[src/rtl/inst_queue.sv]
// ---------------------------------------------------------------------------
// inst_queue
//
// Instruction fetch queue sitting between the fetch stage and the decoder of
// the Tomasulo pipeline. Fetched (pc, inst) pairs are buffered in a circular
// FIFO so fetch can keep running while decode/issue is stalled. A branch
// redirect (flush) discards every buffered entry.
//
// Parameters:
//   DEPTH   number of entries (power of two, >= 2)
//   ADDR_W  pointer width, must equal log2(DEPTH)
//
// Ports:
//   clk        in   rising-edge clock
//   rst_n      in   asynchronous active-low reset
//   flush      in   branch redirect, empties the queue at the next edge
//   in_valid   in   fetch presents an instruction
//   in_ready   out  queue can accept an instruction this cycle
//   in_pc      in   pc of the fetched instruction
//   in_inst    in   fetched instruction word
//   out_valid  out  head entry valid for the decoder
//   out_ready  in   decoder consumes the head this cycle
//   out_pc     out  pc of the head entry (0 when empty)
//   out_inst   out  instruction of the head entry (0 when empty)
//   count      out  number of occupied entries, 0..DEPTH
//
// Build option:
//   INST_QUEUE_BYPASS_EN  when defined, an instruction offered to an empty
//                         queue is presented combinationally on out_*; if the
//                         decoder takes it in that cycle it is never stored.
// ---------------------------------------------------------------------------
module inst_queue #(
    parameter int DEPTH  = 8,
    parameter int ADDR_W = 3
) (
    input  logic              clk,
    input  logic              rst_n,
    input  logic              flush,
    input  logic              in_valid,
    output logic              in_ready,
    input  logic [31:0]       in_pc,
    input  logic [31:0]       in_inst,
    output logic              out_valid,
    input  logic              out_ready,
    output logic [31:0]       out_pc,
    output logic [31:0]       out_inst,
    output logic [ADDR_W:0]   count
);

    localparam logic [ADDR_W:0]   FULL_CNT = (ADDR_W + 1)'(DEPTH);
    localparam logic [ADDR_W:0]   CNT_ONE  = (ADDR_W + 1)'(1);
    localparam logic [ADDR_W-1:0] PTR_ONE  = ADDR_W'(1);

    logic [31:0]       r_pcMem   [DEPTH];
    logic [31:0]       r_instMem [DEPTH];
    logic [ADDR_W-1:0] r_wrPtr;
    logic [ADDR_W-1:0] r_rdPtr;
    logic [ADDR_W:0]   r_cnt;

    logic w_empty;
    logic w_full;
    logic w_push;
    logic w_pop;
    logic w_bypass;

    assign w_empty  = (r_cnt == '0);
    assign w_full   = (r_cnt == FULL_CNT);
    assign in_ready = !w_full && !flush;
    assign count    = r_cnt;

`ifdef INST_QUEUE_BYPASS_EN
    // An empty queue forwards the fetch side straight to the decoder; when
    // the decoder accepts, the instruction is consumed without being stored.
    assign w_bypass  = w_empty && !flush && in_valid && out_ready;
    assign out_valid = w_empty ? (in_valid && !flush) : !flush;
`else
    assign w_bypass  = 1'b0;
    assign out_valid = !w_empty && !flush;
`endif

    // A pop only ever removes a stored entry; a bypassed instruction is
    // handled by suppressing the push instead.
    assign w_push = in_valid && in_ready && !w_bypass;
    assign w_pop  = out_valid && out_ready && !w_empty;

    // Head data is forced to zero when nothing is stored so stale array
    // contents never leak onto the decoder bus.
    always_comb begin
        out_pc   = '0;
        out_inst = '0;
        if (!w_empty) begin
            out_pc   = r_pcMem[r_rdPtr];
            out_inst = r_instMem[r_rdPtr];
        end
`ifdef INST_QUEUE_BYPASS_EN
        else if (!flush) begin
            out_pc   = in_pc;
            out_inst = in_inst;
        end
`endif
    end

    // Storage arrays carry no reset; only pointers and occupancy define
    // which slots hold live data.
    always_ff @(posedge clk) begin
        if (w_push) begin
            r_pcMem[r_wrPtr]   <= in_pc;
            r_instMem[r_wrPtr] <= in_inst;
        end
    end

    // Pointers wrap naturally because their width is exactly log2(DEPTH).
    // Flush overrides any handshake, although in_ready/out_valid are
    // already low during a flush cycle.
    always_ff @(posedge clk or negedge rst_n) begin
        if (!rst_n) begin
            r_wrPtr <= '0;
            r_rdPtr <= '0;
            r_cnt   <= '0;
        end else if (flush) begin
            r_wrPtr <= '0;
            r_rdPtr <= '0;
            r_cnt   <= '0;
        end else begin
            if (w_push) begin
                r_wrPtr <= r_wrPtr + PTR_ONE;
            end
            if (w_pop) begin
                r_rdPtr <= r_rdPtr + PTR_ONE;
            end
            case ({w_push, w_pop})
                2'b10:   r_cnt <= r_cnt + CNT_ONE;
                2'b01:   r_cnt <= r_cnt - CNT_ONE;
                default: r_cnt <= r_cnt;
            endcase
        end
    end

endmodule

[config.mk]
export PLATFORM = sky130hd
export DESIGN_NAME = inst_queue
export DESIGN_NICKNAME = d
export VERILOG_FILES = /design/src/rtl/inst_queue.sv
export SDC_FILE = /design/constraint.sdc
export NUM_CORES = 1
export LEC_CHECK = 0
export CAP_MARGIN = 20
export CELL_PAD_IN_SITES_DETAIL_PLACEMENT = 1
export CELL_PAD_IN_SITES_GLOBAL_PLACEMENT = 1
export CORE_UTILIZATION = 50
export DETAILED_ROUTE_END_ITERATION = 16
export DONT_BUFFER_PORTS = 1
export HOLD_SLACK_MARGIN = 0.02
export PLACE_DENSITY = 0.83
export SLEW_MARGIN = 20
export SYNTH_ARGS = -nofsm -noshare
export SYNTH_HDL_FRONTEND = slang
export SYNTH_SLANG_ARGS = --single-unit
export TNS_END_PERCENT = 100
[constraint.sdc]
create_clock -name clk -period 7.7 [get_ports clk]
set_input_delay 1.54 -clock clk [delete_from_list [all_inputs] [get_ports clk]]
set_output_delay 1.54 -clock clk [all_outputs]
set_load 0.005 [all_outputs]
==> run summary, run 1 <==
vias per inst = 5.993
Post-Syn Area = 20,070 µm²
synth top area cells = edfxtp_1, mux4_2, mux2i_1, nor2_1, dfrtp_1
#FFs+latches synth = 522
status = complete, no violations
worst-skew pair later-pin latency = 0.57 ns
CTS sink cnt = 522
vias in the first global route = 9,689
Chip Height = 202.4 µm
H-tree depth = 2
CP Capture Type = output port
reg2reg start = count[1]$_DFFE_PN0P_
Mapped Cells = 894
post-layout instance area = 22,430 µm²
Mapped Nets = 967
r2r endpoint = r_instMem[5][5]$_DFFE_PP_
Rows = 73
Total GRT Usage = 0.2051
Fin Clk Skew = 0.01949 ns
Routed WL = 40.98 mm
DRC Markers = 0
Num CTS Buffers = 51
area leader, netlist = edfxtp_1
Bufs on Longest Clock Path = 3
fin cells = 1,485
met1 Use GR = 0.2624
width of the die = 202.4 µm
worst vdd ir = 0.1838 mV
met3 GRT Util = 0.04982
M2 GR Usage = 0.3526
routed length per instance = 27.59 µm
register area share after synthesis = 0.7784
commonest non-fill, non-tap cell in the layout = edfxtp_1
CP required = 6.16 ns
CORE AREA = 39,640 µm²
placed cell area = 20,770 µm²
hold_ws = 0.6597 ns
Post-layout nets = 996
Pwr Density = 289.5 nW/µm²
Fin. Hold Viols = 0
Worst-Margin Slew = 0.9633 ns
PostCTS Resize Cnt = 0
Placer Congestion = 0.7165
IO buf count = 0
DR pass1 iterations = 6
Startpoint Class = flip-flop
1st-iter DRT viols = 531
Total Die Area = 40,950 µm²
commonest non-fill, non-tap cells in the layout = edfxtp_1, mux4_2, nor2_1
Area Growth Syn to Fin = 11.76%
CP endpoint = out_pc[2]
worst setup path start = r_rdPtr[0]$_DFFE_PN0P_
grt ovf = 0
critical-path maximum fanout = 47
clock tree from TritonCTS = built
unrepaired setup endpoints after global routing = no
WS Path Type = flip-flop to output port
WP data arrival = 3.33 ns
CTS Hold Bufs = 0
worst hold path type = primary input to async pin
r2r setup slk = 4.43 ns
largest net degree at the start of global routing = 66
Final setup viols = 0
Lkg Pwr = 0.006736 µW
Max Cap Viol = 0
postcts setup bufs = 0
# placed instances = 1,395
root buffer cell = clkbuf_16
Max Freq = 205.3 MHz
antenna diode count = 0
Max-slew headroom = 0.3578
top cell type's share of synthesized area = 0.7659
Post-DP HPWL = 21.98 mm
initial core utilization = 0.5064
Distinct cells, synth = 39
R2R cell count = 6
synth warn = 0
initial antenna violation count = 0
Final Cycle Share = 0.6327
Worst-path clk slew = 0.06 ns
Avg Cell Area, Syn = 22.45 µm²
first-pass GRT wire length = 61.46 mm
Vias = 8,899
antenna-violating nets left = 0
fin util = 0.5659
gr busiest metal = met2
Tmin final = 4.872 ns
filler cell count = 3,315
count of pins over their slew limit = 0
Worst Slack Setup Final = 2.828 ns
layout cells sized above 1 = 0.2500
I/O Pins = 139
pre-CTS WS = 3.295 ns
## how the worst min path moves through the flow
stage	start	to	slack [ns]	cells after the start
floorplan	r_wrPtr[0]$_DFFE_PN0P_	r_wrPtr[0]$_DFFE_PN0P_	0.57	1
global placement	r_wrPtr[1]$_DFFE_PN0P_	r_wrPtr[1]$_DFFE_PN0P_	0.68	2
detailed placement	r_wrPtr[0]$_DFFE_PN0P_	r_wrPtr[0]$_DFFE_PN0P_	0.71	1
CTS	rst_n	count[3]$_DFFE_PN0P_	0.62	0
global route	rst_n	count[3]$_DFFE_PN0P_	0.63	0
finish	rst_n	count[1]$_DFFE_PN0P_	0.66	0
## worst max-delay path, cell delays in order (launching register included)
cell and delay (ns):
dfrtp_4 0.80, buf_4 0.84, mux4_2 0.60, mux2i_1 0.39
nor2_1 0.11
## synthesized netlist by cell type (all sizes together)
library cell and number:
a21oi 3, a22oi 1, a311oi 1, a31oi 2
and2b 1, buf 24, clkbuf 22, dfrtp 10
edfxtp 512, ha 4, inv 1, mux2i 64
mux4 128, nand2 11, nand2b 4, nand3 2
nand3b 3, nand4b 1, nor2 71, nor3 6
nor3b 2, nor4 2, nor4b 3, o21a 1
o21ai 5, o221a 1, o41a 1, o41ai 1
or4b 2, xnor2 2, xor2 3
## metrics by stage
step / power (µW) / setup TNS (ns)
2_1_floorplan: 3921 / -258.71
3_3_place_gp: 4089 / 0
3_5_place_dp: 4116 / 0
4_1_cts: 6586 / 0
5_1_grt: 6720 / 0
6_report: 6494 / 0
## power by group
group | switching (µW) | internal [µW] | leakage [µW] | total (µW)
registers | 63.9 | 3190 | 0.00475 | 3250
logic | 415 | 364 | 0.00118 | 779
clock network | 1010 | 1450 | 0.000802 | 2460
## layout make-up
type | count | area [µm²] | area share
flip-flops and latches | 522 | 15640 | 0.6970
multi-input cells | 325 | 4297 | 0.1915
clock buffers | 61 | 1356 | 0.06046
well taps | 525 | 656.9 | 0.02928
clock inverters | 29 | 305.3 | 0.01361
repair buffers | 22 | 177.7 | 0.007920
inverters | 1 | 3.754 | 0.0001673
## logic make-up after synthesis
logic type / Yosys count / share of synthesized area
AO/OA/AOI/OAI: 16 / 0.005922
AND/OR/NAND/NOR: 108 / 0.02518
buffers and inverters: 47 / 0.01028
XOR/XNOR: 5 / 0.002182
flip-flops: 522 / 0.7784
adder cells (fa/ha/maj): 4 / 0.002493
multiplexers: 192 / 0.1755
## flip-flops by register name (all words and copies together), names as in the netlist
register   count
count          4
r_instMem    256
r_pcMem      256
r_rdPtr        3
r_wrPtr        3
## routing by layer
metal | part of all wire | vias to the layer above
met5 | 0 | -
met4 | 0.017 | 0
met3 | 0.061 | 55
met2 | 0.52 | 213
met1 | 0.41 | 4848
li1 | - | 3783
Power figures use the tool's default switching activity.
==> run 2, diff against run 1 <==
Clock period 7.7 ns to 4.1 ns, I/O delays scaled along.
==> run 2 against run 1 <==
  * Critical path depth unchanged
  * Worst setup slack got worse by 2.2 ns
  * Sequential share of layout area decreased by 0.91 points
  * Non-clock buffer count increased by 7
  * Highest routed layer unchanged
  * Global-route usage increased by 0.44 points
  * Worst hold slack got worse by 0.35 ns
  * Clock power increased by 91%
  * Combinational power increased by 95%
  * Die area unchanged
  * First-iteration DRC count decreased by 19%
  * Clock skew increased by 0.0031 ns
==> run summary, run 2 (synthesized netlist as in run 1, its figures left out) <==
status = complete, no violations
Hold Path Stages = 1
layout cells sized above 1 = 0.2551
width of the die = 202.4 µm
1st-iter DRT viols = 432
CTS sink cnt = 522
Worst-path clk slew = 0.06 ns
commonest non-fill, non-tap cell in the layout = edfxtp_1
pre-CTS WS = 0.9931 ns
Total Die Area = 40,950 µm²
Total GRT Usage = 0.2095
CORE AREA = 39,640 µm²
R2R cell count = 8
clock power share = 0.380
Worst-Margin Slew = 0.7998 ns
Num CTS Buffers = 53
# placed instances = 1,401
Sw Pwr = 2822 µW
Chip Height = 202.4 µm
H-tree depth = 2
Post-DP HPWL = 23.46 mm
initial antenna violation count = 0
Post-layout nets = 1,005
Fin. Hold Viols = 0
filler cell count = 3,330
WP data arrival = 2.69 ns
switching share of power = 0.2288
postcts setup bufs = 0
Tmin final = 3.509 ns
critical-path maximum fanout = 30
Bufs on Longest Clock Path = 3
CP required = 3.28 ns
Pwr Density = 542.7 nW/µm²
DR pass1 iterations = 5
Vias = 8,839
count of pins over their slew limit = 0
Startpoint Class = flip-flop
Rows = 73
Final Power = 12,330 µW
antenna-violating nets left = 0
Final Cycle Share = 0.8559
unrepaired setup endpoints after global routing = no
Placer Congestion = 0.7200
share of power burned in registers = 0.496
Lkg Pwr = 0.006841 µW
vias per inst = 5.904
Max Freq = 285.0 MHz
I/O Pins = 139
Routed WL = 41.72 mm
root buffer cell = clkbuf_16
Worst Slack Setup Final = 0.5907 ns
WS Path Type = flip-flop to output port
placed cell area = 21,020 µm²
vias in the first global route = 9,834
initial core utilization = 0.5064
Max Cap Viol = 0
Fin Clk Skew = 0.02255 ns
antenna diode count = 0
post-layout instance area = 22,730 µm²
Max-slew headroom = 0.4668
worst vdd ir = 0.3841 mV
IO buf count = 0
worst hold path type = primary input to flip-flop
worst-skew pair later-pin latency = 0.59 ns
clock tree from TritonCTS = built
commonest non-fill, non-tap cells in the layout = edfxtp_1, mux4_2, nor2_1
first-pass GRT wire length = 62.55 mm
CP Capture Type = output port
grt ovf = 0
Setup TNS = 0 ns
Final setup viols = 0
PostCTS Resize Cnt = 0
DRC Markers = 0
Area Growth Syn to Fin = 13.23%
combinational share of power = 0.123
largest net degree at the start of global routing = 67
routed length per instance = 27.87 µm
Int Pwr = 9512 µW
fin cells = 1,497
## run 2: area by class of cell
class,count,area [µm²],area share
clock buffer,65,1393,0.06127
multi-input combinational,325,4348,0.1913
inverter,1,3.754,0.0001651
sequential,522,15640,0.6879
tap,525,656.9,0.02890
timing repair buffer,29,382.9,0.01684
clock inverter,30,309.0,0.01360
## run 2: stage by stage
stage	util	hold slack, ns
2_1_floorplan	-	0.5244
5_1_grt	0.5734	0.2831
6_report	0.5734	0.3051
3_5_place_dp	0.5302	0.5250
4_1_cts	0.5734	0.2698
3_3_place_gp	0.5302	0.5247
## run 2: metal layers
metal	track usage	vias up	routed length, µm
li1	-	3804	-
met1	0.2693	4763	16990
met2	0.3618	221	21570
met3	0.04676	51	2499
met4	0.05397	0	655
met5	0	-	0
## run 2: worst paths after layout
kind	start	to	slack, ns
worst max-delay path	r_rdPtr[0]$_DFFE_PN0P_	out_inst[2]	0.59
worst min-delay path	flush	r_rdPtr[1]$_DFFE_PN0P_	0.31
worst max register to register	count[1]$_DFFE_PN0P_	count[3]$_DFFE_PN0P_	1.02
worst min register to register	count[3]$_DFFE_PN0P_	count[3]$_DFFE_PN0P_	0.72
max in group asynchronous	rst_n	r_rdPtr[1]$_DFFE_PN0P_	3.07
min in group asynchronous	rst_n	r_rdPtr[0]$_DFFE_PN0P_	0.65
## run 2: power groups by stage
stage	sequential (µW)	clock, µW	combinational [µW]
after floorplan	6140	0	1220
after global placement	6220	0	1520
after detailed placement	6240	0	1560
after CTS	6130	4810	1570
after global routing	6140	4970	1650
final	6120	4690	1520
## run 2: timing repair
item                                   4_1_cts  5_1_grt
hold buffers                                 1        0
setup endpoints to repair                    0        0
endpoints found under the hold margin       10        0
## run 2: critical path, cell delays in order (launching register included)
cell and delay [ns]:
dfrtp_4 0.84, buf_4 0.39, mux4_2 0.53, mux2i_1 0.23, nor2_1 0.10
